$ cat config.mk
export PLATFORM = sky130hd
export DESIGN_NAME = writeback_unit
export DESIGN_NICKNAME = d
export VERILOG_FILES = /design/src/rtl/wb_pkg.sv /design/src/rtl/load_align.sv /design/src/rtl/writeback_unit.sv
export SDC_FILE = /design/constraint.sdc
export NUM_CORES = 1
export LEC_CHECK = 0
export CELL_PAD_IN_SITES_DETAIL_PLACEMENT = 0
export CELL_PAD_IN_SITES_GLOBAL_PLACEMENT = 2
export CORE_ASPECT_RATIO = 0.8
export CORE_MARGIN = 1
export CORE_UTILIZATION = 32
export DETAILED_ROUTE_END_ITERATION = 10
export DONT_BUFFER_PORTS = 1
export GPL_TIMING_DRIVEN = 0
export PLACE_DENSITY = 0.81
export SKIP_CTS_REPAIR_TIMING = 1
export SLEW_MARGIN = 30
export SYNTH_ARGS = -nofsm -noshare
export SYNTH_HDL_FRONTEND = slang
export SYNTH_SLANG_ARGS = --single-unit
$ cat constraint.sdc
create_clock -name clk -period 2.1 [get_ports clk]
set_input_delay 0.42 -clock clk [delete_from_list [all_inputs] [get_ports clk]]
set_output_delay 0.42 -clock clk [all_outputs]
set_load 0.01 [all_outputs]
$ cat src/rtl/wb_pkg.sv
// wb_pkg: shared types and constants for the integer writeback path.
//   wb_src_e   : result source select carried by a writeback request
//   wb_state_e : writeback sequencer states
//   F3_*       : load funct3 encodings understood by load_align
//   wb_req_t   : request fields held while a request is in flight
package wb_pkg;

  typedef enum logic [1:0] {
    SRC_ALU = 2'd0,
    SRC_MEM = 2'd1,
    SRC_PC4 = 2'd2,
    SRC_IMM = 2'd3
  } wb_src_e;

  typedef enum logic [1:0] {
    ST_IDLE     = 2'd0,
    ST_WAIT_MEM = 2'd1,
    ST_WRITE    = 2'd2
  } wb_state_e;

  localparam logic [2:0] F3_LB  = 3'b000;
  localparam logic [2:0] F3_LH  = 3'b001;
  localparam logic [2:0] F3_LW  = 3'b010;
  localparam logic [2:0] F3_LBU = 3'b100;
  localparam logic [2:0] F3_LHU = 3'b101;

  // Only what the load path needs after the request handshake is over.
  typedef struct packed {
    logic [4:0] rd;
    logic [2:0] funct3;
    logic [1:0] off;
  } wb_req_t;

endpackage

$ cat src/rtl/load_align.sv
// load_align: combinational load-data aligner/extender.
//   word   in  XLEN : raw data-memory read word
//   offset in  2    : byte address [1:0]
//   funct3 in  3    : load width/sign (LB/LH/LW/LBU/LHU, others as LW)
//   result out XLEN : aligned, sign- or zero-extended value
// Halfword selection uses offset[1] only, so misaligned halfwords fold
// onto the containing aligned halfword.
import wb_pkg::*;

module load_align #(
  parameter int XLEN = 32
) (
  input  logic [XLEN-1:0] word,
  input  logic [1:0]      offset,
  input  logic [2:0]      funct3,
  output logic [XLEN-1:0] result
);

  logic [7:0]  byte_v;
  logic [15:0] half_v;

  always_comb begin
    case (offset)
      2'd0:    byte_v = word[7:0];
      2'd1:    byte_v = word[15:8];
      2'd2:    byte_v = word[23:16];
      default: byte_v = word[31:24];
    endcase
    half_v = offset[1] ? word[31:16] : word[15:0];
  end

  always_comb begin
    case (funct3)
      F3_LB:   result = {{(XLEN-8){byte_v[7]}}, byte_v};
      F3_LH:   result = {{(XLEN-16){half_v[15]}}, half_v};
      F3_LBU:  result = {{(XLEN-8){1'b0}}, byte_v};
      F3_LHU:  result = {{(XLEN-16){1'b0}}, half_v};
      default: result = word;
    endcase
  end

endmodule

$ cat src/rtl/writeback_unit.sv
// writeback_unit: sequences one register-file write per instruction.
//   clk, rst_n                 : core clock, async active-low reset
//   req_valid/req_ready        : request handshake (ready only in IDLE)
//   req_rd/src/funct3          : destination, source select, load type
//   req_alu_result/pc/imm      : candidate operands (alu = address for loads)
//   mem_rdata/mem_rvalid       : data-memory read response
//   write_register/rd/rdv      : register-file write port (registered)
//   wb_done                    : one-cycle completion pulse
//   busy/pending_rd            : in-flight status and its destination
// Non-load results go straight into the output registers at the accept
// edge, so the write cycle immediately follows acceptance. Loads park in
// WAIT_MEM and load the output registers at the edge that samples
// mem_rvalid.
import wb_pkg::*;

module writeback_unit #(
  parameter int XLEN = 32
) (
  input  logic            clk,
  input  logic            rst_n,
  input  logic            req_valid,
  output logic            req_ready,
  input  logic [4:0]      req_rd,
  input  logic [1:0]      req_src,
  input  logic [2:0]      req_funct3,
  input  logic [XLEN-1:0] req_alu_result,
  input  logic [XLEN-1:0] req_pc,
  input  logic [XLEN-1:0] req_imm,
  input  logic [XLEN-1:0] mem_rdata,
  input  logic            mem_rvalid,
  output logic            write_register,
  output logic [4:0]      rd,
  output logic [XLEN-1:0] rdv,
  output logic            wb_done,
  output logic            busy,
  output logic [4:0]      pending_rd
);

  wb_state_e       state;
  wb_req_t         lat;
  logic [XLEN-1:0] load_val;
  logic [XLEN-1:0] direct_val;

  // Alignment uses the latched offset/funct3: the request bus is free
  // to change while we wait for memory.
  load_align #(.XLEN(XLEN)) u_load_align (
    .word   (mem_rdata),
    .offset (lat.off),
    .funct3 (lat.funct3),
    .result (load_val)
  );

  always_comb begin
    case (wb_src_e'(req_src))
      SRC_PC4: direct_val = req_pc + XLEN'(4);
      SRC_IMM: direct_val = req_imm;
      default: direct_val = req_alu_result;
    endcase
  end

  assign req_ready = (state == ST_IDLE);

  always_ff @(posedge clk or negedge rst_n) begin
    if (!rst_n) begin
      state          <= ST_IDLE;
      lat            <= '0;
      write_register <= 1'b0;
      rd             <= '0;
      rdv            <= '0;
      wb_done        <= 1'b0;
      busy           <= 1'b0;
      pending_rd     <= '0;
    end else begin
      case (state)
        ST_IDLE: begin
          if (req_valid) begin
            lat.rd     <= req_rd;
            lat.funct3 <= req_funct3;
            lat.off    <= req_alu_result[1:0];
            busy       <= 1'b1;
            pending_rd <= req_rd;
            if (wb_src_e'(req_src) == SRC_MEM) begin
              state <= ST_WAIT_MEM;
            end else begin
              // x0 is hardwired: sequence normally but never strobe the write.
              write_register <= (req_rd != 5'd0);
              rd             <= req_rd;
              rdv            <= direct_val;
              wb_done        <= 1'b1;
              state          <= ST_WRITE;
            end
          end
        end
        ST_WAIT_MEM: begin
          if (mem_rvalid) begin
            write_register <= (lat.rd != 5'd0);
            rd             <= lat.rd;
            rdv            <= load_val;
            wb_done        <= 1'b1;
            state          <= ST_WRITE;
          end
        end
        ST_WRITE: begin
          // rd/rdv deliberately keep their values; only the strobes drop.
          write_register <= 1'b0;
          wb_done        <= 1'b0;
          busy           <= 1'b0;
          pending_rd     <= '0;
          state          <= ST_IDLE;
        end
        default: state <= ST_IDLE;
      endcase
    end
  end

endmodule

==> summary by stage <==
STA
The post-route minimum period is 2.07 ns. Hold timing on the final database bottoms out at a slack of 0.195 ns. The worst setup slack after layout is 0.0258 ns.

The timing-limited maximum frequency is 482 MHz. The final hold violation count is 0. Headroom to the max-slew limit came out at 49.8%.

Setup repair after global routing could not meet its margin everywhere. The post-route clock period utilization is 98.8%. The total of endpoints with negative setup slack in the final report is 0. On the final layout, the worst clock skew is 0.00471 ns. The count of final max-slew check failures came to 0. At the pin with the least slew margin, the transition time is 0.754 ns.

Logic synthesis
The most numerous cell in the Yosys netlist is nand2_1. The proportion of netlist area held by the largest area contributor is 33.4%. In this run, distinct cell masters in the synthesized netlist total 64. Synthesis produced 518 cells. Counting flops and latches in the post-synthesis netlist gives 57. The average instance in the mapped netlist occupies 8.24 um^2.

The synthesized netlist occupies a cell area of 0.00427 mm^2. In the post-synthesis netlist, the biggest area contributors are dfrtp_1 33%, nand2_1 7.1%, mux2i_1 3.8%. Of all cell types, the one taking the most synthesized area is dfrtp_1. In the synthesized netlist the dominant register cell turns out to be dfrtp_1. For this run, the number of Yosys warnings is 0. Counting flops with a built-in enable in the synthesized netlist gives 0.

In the synthesized netlist, the cells that appear most often are 81 x nand2_1, 57 x dfrtp_1, 33 x nor2_1. The post-synth net total is 665. The async set or reset register ratio after synthesis is 100%. Of the synthesized area, sequential elements account for 33.4%.

Hold path
The min-delay analysis places its worst path in the category input port to flop.

GRT
The total overflow left after global routing is 0. The initial antenna violation count is 0. Entering global routing, the biggest net connects 58 pins. The via count of the first global-routing pass is 4396.

For this run, the total global-route usage over all layers was measured as 25.6%. The first global-routing pass estimated 26500 um of wire.

Finish
The signed area change from the synthesized netlist to the final layout is 19.9%. The post-route core utilization is 39.6%. The ratio of cells with drive above 1 in the final layout is 15.2%.

The number of nets in the layout is 687. The final standard cell area without fillers is 0.00512 mm^2. The antenna diode instance count is 0. The number of filler instances in the final layout is 1340.

Status
The flow ran to the end, and the final reports show no timing, DRC or antenna violations.

Power
The sequential power share is 35.3%. In this run the power density over the cells is 1250 mW/mm^2. Power comes to 6390 uW. In this run switching power makes up 43.7% of total power. In this run, the combinational gates consume 41.5% of the power. The leakage power is 0.00206 uW. The worst ir drop on vdd is 0.453 mV.

The total internal power is 3600 uW. Of the total power, the clock network draws 23.2%. In this run the power spent charging and discharging nets is 2790 uW.

Setup path
In this run the worst path has a maximum fanout of 5. The delay of the slowest cell on the worst path is 0.55 ns. The worst setup path is launched from a flop. The type of destination of the critical path is a flop. The arrival time at the worst endpoint is 2.28 ns. By startpoint and endpoint, the worst setup path is classified as flop to flop. The critical path data required time is 2.31 ns. The critical path's slowest cell is mux4_2. The worst reg-to-reg setup slack is 0.03 ns. Traced cell by cell, the critical path runs through mux4_2, mux2_4, a211oi_4, buf_6, o2bb2ai_2, a21oi_1.

Drt
The via count is 4422. Dividing the detail-routed via count by the number of cells gives 6.14. The sum of routed wire length over all layers is 17800 um.

The number of iterations in the first detailed-routing pass is 5. The detailed router finished its first iteration with 326 violations. For this run, design rule violations remaining after detail routing come to 0.

In the final routed layout, each cell accounts on average for 24.7 um. Once detail routing completed, the nets flagged for antenna violations numbered 0.

Placed design
The pre-CTS setup slack is -0.778 ns. The instance area after placement is 0.00452 mm^2. During placement, the flow inserted port buffers numbering 0. The post-DP HPWL is 13700 um.

The congestion estimate from routability-driven global placement came to 0.891.

Clocking
The clock latency on the worst-skew pair is 0.33 ns. The cell sitting at the root of the clock tree is a clkbuf_16. The clock passes through at most 2 buffers. The clock transition at the registers of the reported paths is 0.06 ns.

TritonCTS built the clock tree. The H-tree was split into 3 levels. The number of CTS-inserted buffers is 9. The clock net sink count is 57.

Die
The number of standard-cell rows in the floorplan is 37. Measured along the x axis, the die boundary spans 131 um. The die footprint is 0.0138 mm^2.

The initial core utilization is 33.1%. During I/O placement, the number of pins put on the boundary was 188. The floorplan core area is 0.0129 mm^2. Measured along the y axis, the die boundary spans 105 um.

Flow run
The tool flagged a number of max-cap violations equal to 0.
[kinds of logic (layout without fill, tap and decap cells)]
family / Yosys count / after routing / synth area share, %
AOI/OAI and AO/OA: 168 / 168 / 28.4
xor gates and xnor gates: 15 / 15 / 3.08
adders and majority gates: 5 / 5 / 1.47
buffers and inverters: 58 / 85 / 5.19
DFF: 57 / 57 / 33.4
muxes: 23 / 23 / 5.86
and+or+nand+nor: 192 / 192 / 22.6
[sequential cells by signal, indices dropped and copies added, names as in the netlist]
name	flops
write_register	1
busy	1
rd	5
wb_done	1
rdv	32
pending_rd	5
lat	10
state	2
[path summary, 6_finish.rpt]
check / start / to / cells past startpoint
max: lat[1] / rdv[20] / 6
min: req_alu_result[0] / lat[0] / 2
max reg2reg: lat[1] / rdv[20] / 6
min reg2reg: lat[5] / lat[5] / 2
max in group asynchronous: rst_n / lat[1] / 2
min in group asynchronous: rst_n / pending_rd[4] / 2
[critical path, delay by kind of cell (launching register included)]
family / cells / cell delay, ns
AOI/OAI and AO/OA: 3 / 0.50
buffers and inverters: 1 / 0.19
DFF: 1 / 0.41
muxes: 2 / 0.85
[stage by stage]
step                      cells  TNS (ns)
final                       720         0
after global routing        720    -0.222
after CTS                   709    -15.68
after detailed placement    693    -21.45
after global placement      693    -19.71
after floorplan             518         0
[placed cells by master, fill, tap and decap left out, drive strengths merged, types with 5 or more instances in the layout]
cell type and instances:
a22o 6, inv 23, a21o 8, nor2 33, clkinv 7, and3 5
and4 5, o21ai 29, nor3 5, o22ai 5, nand3 8, a31oi 8
dfrtp 57, or4 6, nand2 81, mux2i 16, a22oi 12, a21oi 26
o211ai 11, xor2 7, and2 6, mux2 6, buf 18, clkbuf 35
a221oi 16, ha 5, a221o 11, nor4 5, a211oi 6, nand2b 11
xnor2 8, nand4 11
[area by class of cell]
cell class / count / area, um^2 / share of cell area (%)
multi-input cells: 403 / 2780 / 54.3
flip-flops and latches: 57 / 1430 / 27.9
clock buffers: 9 / 225 / 4.40
well taps: 175 / 219 / 4.28
plain buffers: 33 / 185 / 3.62
repair buffers: 12 / 120 / 2.35
inverters: 24 / 90.1 / 1.76
clock inverters: 7 / 71.3 / 1.39
[layer usage]
| layer | vias up | global-route usage, % | share of wire, % |
|---|---|---|---|
| met5 | - | 0 | 0 |
| met1 | 2170 | 34.2 | 43 |
| met2 | 237 | 38.8 | 44 |
| met3 | 24 | 8.80 | 11 |
| met4 | 0 | 7.65 | 1.9 |
| li1 | 1991 | - | - |
[power groups by stage]
stage                     combinational, uW  sequential (uW)  clock (uW)
after global placement                 2240             2240           0
after floorplan                        1710             2090           0
after global routing                   2930             2320        1560
after detailed placement               2290             2250           0
final                                  2650             2260        1480
after CTS                              2290             2240        1510
No activity file was read; power rests on OpenSTA's default activity.
